===== src/rtl/alu_arbiter.sv =====
// Round-robin share of one ALU between requesters A and B; result 1 cycle after grant, no backpressure.
// Optional ALU_ARB_LOCK_EN adds LockA/LockB so a grantee can hold the ALU across consecutive cycles.

package definitions_pkg;
  localparam logic [2:0] ADD = 3'd0;
  localparam logic [2:0] SRL = 3'd1;
  localparam logic [2:0] XOR = 3'd2;
  localparam logic [2:0] AND = 3'd3;
endpackage

module alu
  import definitions_pkg::*;
#(
  parameter int W   = 8,
  parameter int Ops = 3
) (
  input  logic [W-1:0]   InputA,
  input  logic [W-1:0]   InputB,
  input  logic [Ops-1:0] OP,
  input  logic           SC_in,
  output logic [W-1:0]   Out,
  output logic           Zero,
  output logic           Parity,
  output logic           Odd
);
  logic legal;

  always_comb begin
    Out   = '0;
    legal = 1'b1;
    case (OP)
      Ops'(ADD): Out = InputA + InputB + {{(W-1){1'b0}}, SC_in};
      Ops'(SRL): Out = InputA >> InputB;
      Ops'(XOR): Out = InputA ^ InputB;
      Ops'(AND): Out = InputA & InputB;
      default: begin
        Out   = 'x;
        legal = 1'b0;
      end
    endcase
  end

  // Zero deliberately tracks a nonzero operand A, not a zero result.
  assign Zero   = legal & (|InputA);
  assign Parity = legal & (^Out);
  assign Odd    = legal & Out[0];
endmodule

module alu_arbiter
  import definitions_pkg::*;
#(
  parameter int W   = 8,
  parameter int Ops = 3
) (
  input  logic           Clk,
  input  logic           Reset,
  input  logic           ReqA,
  input  logic           ReqB,
  input  logic [Ops-1:0] OpA,
  input  logic [Ops-1:0] OpB,
  input  logic [W-1:0]   InA0,
  input  logic [W-1:0]   InA1,
  input  logic [W-1:0]   InB0,
  input  logic [W-1:0]   InB1,
`ifdef ALU_ARB_LOCK_EN
  input  logic           LockA,
  input  logic           LockB,
`endif
  output logic           GntA,
  output logic           GntB,
  output logic [W-1:0]   Result,
  output logic           ZeroF,
  output logic           ParityF,
  output logic           OddF,
  output logic           ValidA,
  output logic           ValidB,
  output logic           Busy
);
  logic           prio;
  logic           gnt_a, gnt_b;
  logic           hold_a, hold_b;
  logic [Ops-1:0] op_sel;
  logic [W-1:0]   a_sel, b_sel;
  logic [W-1:0]   alu_out;
  logic           alu_zero, alu_parity, alu_odd;

`ifdef ALU_ARB_LOCK_EN
  logic lock_a_q, lock_b_q;

  // A lock only carries over from a cycle in which that side actually held the grant.
  assign hold_a = lock_a_q & ReqA & LockA;
  assign hold_b = lock_b_q & ReqB & LockB;

  always_ff @(posedge Clk) begin
    if (!Reset) begin
      lock_a_q <= 1'b0;
      lock_b_q <= 1'b0;
    end else begin
      lock_a_q <= gnt_a & LockA;
      lock_b_q <= gnt_b & LockB;
    end
  end
`else
  assign hold_a = 1'b0;
  assign hold_b = 1'b0;
`endif

  always_comb begin
    gnt_a = 1'b0;
    gnt_b = 1'b0;
    if (Reset) begin
      if (hold_a)                      gnt_a = 1'b1;
      else if (hold_b)                 gnt_b = 1'b1;
      else if (ReqA && (!ReqB || !prio)) gnt_a = 1'b1;
      else if (ReqB)                   gnt_b = 1'b1;
    end
  end

  assign GntA = gnt_a;
  assign GntB = gnt_b;

  always_comb begin
    op_sel = Ops'(ADD);
    a_sel  = '0;
    b_sel  = '0;
    if (gnt_a) begin
      op_sel = OpA;
      a_sel  = InA0;
      b_sel  = InA1;
    end else if (gnt_b) begin
      op_sel = OpB;
      a_sel  = InB0;
      b_sel  = InB1;
    end
  end

  alu #(.W(W), .Ops(Ops)) u_alu (
    .InputA (a_sel),
    .InputB (b_sel),
    .OP     (op_sel),
    .SC_in  (1'b0),
    .Out    (alu_out),
    .Zero   (alu_zero),
    .Parity (alu_parity),
    .Odd    (alu_odd)
  );

  // During a lock the grantee keeps winning, so prio naturally stays pointed at the other side.
  always_ff @(posedge Clk) begin
    if (!Reset) begin
      prio    <= 1'b0;
      Result  <= '0;
      ZeroF   <= 1'b0;
      ParityF <= 1'b0;
      OddF    <= 1'b0;
      ValidA  <= 1'b0;
      ValidB  <= 1'b0;
      Busy    <= 1'b0;
    end else begin
      ValidA <= gnt_a;
      ValidB <= gnt_b;
      Busy   <= gnt_a | gnt_b;
      if (gnt_a)      prio <= 1'b1;
      else if (gnt_b) prio <= 1'b0;
      if (gnt_a || gnt_b) begin
        Result  <= alu_out;
        ZeroF   <= alu_zero;
        ParityF <= alu_parity;
        OddF    <= alu_odd;
      end
    end
  end
endmodule


===== config.mk =====
export PLATFORM = sky130hd
export DESIGN_NAME = alu_arbiter
export DESIGN_NICKNAME = d
export VERILOG_FILES = /design/src/rtl/alu_arbiter.sv
export SDC_FILE = /design/constraint.sdc
export NUM_CORES = 1
export LEC_CHECK = 0
export BUFFER_PORTS_ARGS = -buffer_cell sky130_fd_sc_hd__buf_4
export CAP_MARGIN = 25
export CORE_ASPECT_RATIO = 1.2
export CORE_MARGIN = 2
export CORE_UTILIZATION = 25
export DETAILED_ROUTE_END_ITERATION = 8
export PLACE_DENSITY = 0.5
export SLEW_MARGIN = 20
export SYNTH_ARGS = -nofsm -noshare
export SYNTH_HDL_FRONTEND = slang
export SYNTH_SLANG_ARGS = --single-unit

===== constraint.sdc =====
create_clock -name Clk -period 10.8 [get_ports Clk]
set_clock_uncertainty 0.1 [all_clocks]
set_input_delay 2.7 -clock Clk [delete_from_list [all_inputs] [get_ports Clk]]
set_output_delay 2.7 -clock Clk [all_outputs]
set_load 0.02 [all_outputs]

==> results of run 1 <==
## sequential cells by signal, indices dropped and copies added, names as in the netlist
name and cells:
ParityF 1, OddF 1, prio 1, ValidB 1, Result 8, Busy 1, ZeroF 1, ValidA 1
## metal layers
metal | vias to the layer above | share of wire | track usage
li1 | 891 | - | -
met3 | 9 | 0.062 | 0.01515
met2 | 51 | 0.45 | 0.2229
met1 | 791 | 0.47 | 0.1892
met5 | - | 0 | 0
met4 | 0 | 0.018 | 0.05226
## critical path, cell delays in order
cell and delay [ns]:
buf_4 0.19, and3_1 0.68, buf_4 0.27
## cell usage after synthesis, types with 2 or more instances
library cell,count
dfxtp_1,15
nand2b_1,3
buf_6,2
inv_1,2
a21boi_0,3
xor2_1,4
buf_4,3
nand3_1,2
clkbuf_1,5
nor3_1,3
buf_2,3
ha_1,8
mux2i_1,8
o21ai_1,4
o21ai_0,5
xnor2_1,8
nor2_1,17
and3_1,6
nand2_1,14
a32oi_1,4
a21oi_1,17
mux4_2,2
or4_1,2
a22o_1,13
a31oi_1,4
and2_1,6
nor4_1,2
nor2b_1,7
## cells by family (layout without fill, tap and decap cells)
| logic type | Yosys count | count (layout) | synth area share |
|---|---|---|---|
| AND/OR/NAND/NOR | 71 | 71 | 0.2226 |
| XOR/XNOR | 14 | 14 | 0.08285 |
| flip-flops | 15 | 15 | 0.1729 |
| adder cells (fa/ha/maj) | 8 | 8 | 0.05764 |
| multiplexers | 11 | 11 | 0.07997 |
| buffers and inverters | 17 | 67 | 0.05403 |
| AO/OA/AOI/OAI | 73 | 73 | 0.3300 |
## worst max-delay path by stage
stage / slack (ns) / cells after the start / start / end
after floorplan: 4.52 / 5 / ReqB / GntA
after global placement: 4.17 / 3 / Reset / GntB
after detailed placement: 4.15 / 3 / Reset / GntB
after CTS: 4.15 / 3 / Reset / GntB
after global routing: 4.04 / 3 / Reset / GntB
final: 4.15 / 3 / Reset / GntB
## cell type report
class / instances / area [µm²] / area share
inverters: 4 / 15.01 / 0.006659
multi-input cells: 177 / 1343 / 0.5955
flip-flops and latches: 15 / 300.3 / 0.1332
repair buffers: 59 / 442.9 / 0.1964
well taps: 87 / 108.9 / 0.04828
clock buffers: 4 / 45.04 / 0.01998
## power by group
part | internal (mW) | total [mW] | switching (mW)
sequential | 0.0614 | 0.0644 | 0.00303
clock | 0.0261 | 0.0455 | 0.0193
combinational | 0.0646 | 0.131 | 0.0666
## through the flow
| stage | setup slack, ns | hold slack (ns) | instance area (µm²) | utilization | cells |
|---|---|---|---|---|---|
| final | 4.147 | 0.3708 | 2255 | 0.3330 | 346 |
| after CTS | 4.148 | 0.3803 | 2255 | 0.3330 | 346 |
| after floorplan | 4.522 | 0.4386 | 1737 | - | 209 |
| after detailed placement | 4.150 | 0.3631 | 2210 | 0.3263 | 342 |
| after global placement | 4.165 | 0.3700 | 2210 | 0.3263 | 342 |
| after global routing | 4.039 | 0.4188 | 2255 | 0.3330 | 346 |
==> flow_summary_export.csv, run 1 <==
group,metric,value,unit
status,outcome,"completed",
cts,clock-sinks,15,
global_routing,grt_pass1_wl,8.293,mm
layout,drive_gt1_frac,0.3127,
routing,drc,0,
critical_path,crit_arrival,3.85,ns
run,maxCapViolations,0,
global_routing,grt_max_degree,24,
sta,final_hold_viol_count,0,
power_and_ir_drop,power_density,106.9,nW/µm²
critical_path,crit_path_end_kind,"output port",
yosys,syn_avg_cell_area,8.309,µm²
yosys,yosys-top-cells-area,"dfxtp_1, a22o_1, ha_1",
sta,fmax,150.3,MHz
die,die-area,7632,µm²
routing,drtIter0Drc,129,
power_and_ir_drop,peakVddDrop,0.00007360,V
place,place_hpwl,3.961,mm
sta,max-slew-margin-rel,0.3524,
critical_path,r2r_slack,6.91,ns
worst_hold_path,min_from,"Result[2]",
sta,drv_slew,0,
sta,min_period,6.653,ns
global_routing,grt_pass1_vias,1686,
layout,synthToLayoutAreaGrowth,29.83,%
routing,wirelength,5.037,mm
cts,cts_hold_buf,0,
die,initial_utilization,0.2565,
cts,cts_tree,"built",
worst_hold_path,min_path_cells,2,
critical_path,critPathLaunchType,"primary input",
sta,post-route-period-util,0.6161,
yosys,synth-edff-count,0,
sta,setup_viol,0,
place,routabilityCongestion,0.8013,
yosys,netlist_area,1737,µm²
layout,final_common_cell,"buf_4",
place,numPortBuffers,57,
yosys,synth_flop_cell,"dfxtp_1",
worst_hold_path,min-delay-path-class,"flip-flop to flip-flop",
power_and_ir_drop,total_power,0.2411,mW
routing,routed_via_density,5.035,
critical_path,path_class,"primary input to output port",
worst_hold_path,worstHoldEndpoint,"Result[2]",
sta,worst_pin_slew,0.9678,ns
critical_path,worstPathRequired,8.00,ns
cts,cts_setup_buffers,0,
sta,tns,0,ns
cts,cts_root_buf,"clkbuf_8",
die,rows,33,
cts,ctsResizeCount,0,
global_routing,grt_antenna_before_repair,0,
yosys,synth_cells,209,
die,num_io_pins,58,
routing,drt_pass1_iterations,4,
yosys,syn_nets,259,
global_routing,track_usage,0.1382,
yosys,yosys_warnings,0,
global_routing,gr-total-overflow,0,
yosys,synth_area_leader_cell,"dfxtp_1",
die,die_width,80.09,µm
cts,cts.htree.levels,1,
critical_path,r2r_start,"prio",
yosys,synth.top_cell.area_share,0.1729,
die,die_h,95.30,µm
yosys,yosysUniqueCellTypes,65,
sta,rsz0062_at_grt,"no",
cts,numCtsBuffers,3,
cts,clk_latency,0.25,ns
critical_path,worstPathMaxFanout,23,
layout,n_fill_cell,750,
die,coreArea,6771,µm²
routing,vias,1742,
layout,final_cell_mix,"buf_4, nor2_1, a21oi_1",
cts,clk_pin_slew_worst_paths,0.05,ns
yosys,ys_ff_latch,15,
routing,ant_nets,0,
yosys,synthArstFlopShare,0,
yosys,seq_area_frac_synth,0.1729,
layout,final_nets,310,
cts,clock_path_buffers,2,
critical_path,r2r_end,"ParityF",
critical_path,ff2ff_path_depth,15,
power_and_ir_drop,leakagePower,1.023,nW
layout,antenna_cells,0,
routing,wl_per_cell,14.56,µm
Power figures use the tool's default switching activity.
==> run 2: changes to the inputs <==
- clock period: 10.8 -> 6.8 ns (I/O delays scaled with it)
==> run 2 against run 1 <==
  * Final cell count unchanged
  * Count of clock-buffer cells in the layout shrank 1
  * Sequential share of layout area about the same
  * Flip-flop and latch count stayed put
  * Critical path type is now primary input to flip-flop
==> flow_summary_export.csv, run 2 (same netlist as run 1, synthesis figures left out) <==
group,metric,value,unit
die,die_width,80.09,µm
routing,drtIter0Drc,104,
die,num_io_pins,58,
critical_path,critPathLaunchType,"primary input",
global_routing,grt_pass1_wl,7.921,mm
worst_hold_path,min_path_cells,2,
place,placed_cells,341,
worst_hold_path,min_from,"Result[2]",
die,die_h,95.30,µm
critical_path,path_class,"primary input to flip-flop",
cts,clk_pin_slew_worst_paths,0.06,ns
critical_path,crit_chain,"buf_4 -> nand2b_4 -> and3_1 -> a22oi_4 -> inv_2 -> ha_1 -> ha_1 -> nor4_2 -> nor3_2 -> a21oi_1 -> mux2i_1 -> o221ai_2 -> xnor3_1 -> xnor2_2 -> xnor2_1 -> o31ai_2",
die,coreArea,6771,µm²
power_and_ir_drop,pwr-share-clk,0.184,
critical_path,r2r_end,"ParityF",
layout,regMostFlops,"Result",
sta,final_hold_viol_count,0,
routing,drc,0,
status,outcome,"completed",
power_and_ir_drop,peakVddDrop,0.0001357,V
power_and_ir_drop,leakagePower,1.026,nW
place,place_hpwl,3.922,mm
routing,wirelength,4.881,mm
sta,worst_pin_slew,0.8769,ns
worst_hold_path,worstHoldEndpoint,"Result[2]",
cts,clk_latency,0.24,ns
routing,drt_pass1_iterations,4,
critical_path,path_buf_inv,2,
worst_hold_path,min-delay-path-class,"flip-flop to flip-flop",
routing,ant_nets,0,
layout,synthToLayoutAreaGrowth,29.90,%
routing,routed_via_density,4.971,
critical_path,ff2ff_path_depth,15,
critical_path,crit_path_end_kind,"flip-flop",
power_and_ir_drop,switching_share,0.3683,
critical_path,cpPeakStageDelay,0.42,ns
cts,cts.htree.levels,1,
power_and_ir_drop,comb_power_share,0.547,
cts,clock-sinks,15,
critical_path,crit_arrival,5.09,ns
sta,fmax,199.2,MHz
sta,min_period,5.020,ns
layout,final_common_cell,"buf_4",
sta,drv_slew,0,
die,rows,33,
layout,final_cell_mix,"buf_4, nor2_1, a21oi_1",
routing,vias,1720,
cts,ctsResizeCount,0,
cts,cts_root_buf,"clkbuf_8",
layout,antenna_cells,0,
global_routing,gr-total-overflow,0,
critical_path,crit_slowest_cell,"and3_1",
layout,regArea,300.3,µm²
layout,drive_gt1_frac,0.3166,
cts,numCtsBuffers,3,
die,die-area,7632,µm²
global_routing,grt_antenna_before_repair,0,
critical_path,worstPathRequired,6.87,ns
sta,max-slew-margin-rel,0.4154,
cts,cts_setup_buffers,0,
layout,n_fill_cell,738,
critical_path,path_delay_family,"compound AO/OA/AOI/OAI gates",
power_and_ir_drop,p_int,0.2410,mW
power_and_ir_drop,seq_power_share,0.268,
global_routing,grt_pass1_vias,1645,
power_and_ir_drop,power.net_switching,0.1405,mW
sta,rsz0062_at_grt,"no",
layout,final_nets,310,
routing,wl_per_cell,14.11,µm
layout,finalNonFillerCells,346,
sta,fin_ws,1.780,ns
place,pre_cts_slack,1.506,ns
global_routing,grt_max_degree,24,
critical_path,crit_top_cell,"ha_1",
cts,clock_path_buffers,2,
cts,cts_hold_buf,0,
sta,post-route-period-util,0.7383,
place,numPortBuffers,57,
critical_path,r2r_start,"prio",
critical_path,r2r_slack,2.90,ns
global_routing,track_usage,0.1312,
run,maxCapViolations,0,
sta,setup_viol,0,
die,initial_utilization,0.2565,
layout,largest_reg_flops,8,
cts,cts_tree,"built",
critical_path,worstPathMaxFanout,19,
layout,multi_input_area,1343,µm²
place,routabilityCongestion,0.8656,
power_and_ir_drop,power_density,169.1,nW/µm²
sta,tns,0,ns
run 2: cell count changes in the layout (fill, tap and decap cells not counted), sizes merged:
| cell | before | now |
|---|---|---|
| clkbuf | 4 | 3 |
| clkinv | 1 | 2 |
run 2: metrics by stage:
step | total power, mW | hold slack (ns) | util | instance area (µm²)
6_report | 0.3816 | 0.3795 | 0.3331 | 2256
5_1_grt | 0.4085 | 0.4182 | 0.3331 | 2256
4_1_cts | 0.3861 | 0.3744 | 0.3320 | 2248
3_5_place_dp | 0.3128 | 0.3609 | 0.3252 | 2202
3_3_place_gp | 0.3149 | 0.3666 | 0.3252 | 2202
2_1_floorplan | 0.2563 | 0.4386 | - | 1737
run 2: worst max-delay path by stage:
stage               slack, ns  startpoint  cells after the start      end
global placement         1.58       Reset                     15  ParityF
CTS                      1.78        ReqA                     16  ParityF
finish                   1.78        ReqA                     16  ParityF
detailed placement       1.51        ReqA                     16  ParityF
global route             1.49       Reset                     15  ParityF
floorplan                1.96        ReqB                     17  ParityF
run 2: power by group through the flow:
stage / sequential (mW) / combinational (mW) / clock, mW
finish: 0.102 / 0.209 / 0.0704
global route: 0.104 / 0.228 / 0.0772
CTS: 0.103 / 0.210 / 0.0740
detailed placement: 0.104 / 0.208 / 0
global placement: 0.105 / 0.210 / 0
floorplan: 0.115 / 0.142 / 0
run 2: worst min-delay path: stages, from the launching register on:
cell and delay (ns):
dfxtp_1 0.32, nand2_1 0.05, a21boi_0 0.06
run 2: area by class of cell:
cell class / instances / area share
multi-input combinational: 177 / 0.5951
timing repair buffer: 59 / 0.1963
sequential: 15 / 0.1331
tap: 87 / 0.04825
clock buffer: 3 / 0.01830
inverter: 4 / 0.006656
clock inverter: 1 / 0.002219
run 2: layer usage:
layer	GRT usage	vias to the layer above	wire length [µm]
met5	0	-	0
met4	0.04237	0	52
met3	0.01326	4	281
met2	0.2118	52	2241
met1	0.1829	770	2306
li1	-	894	-
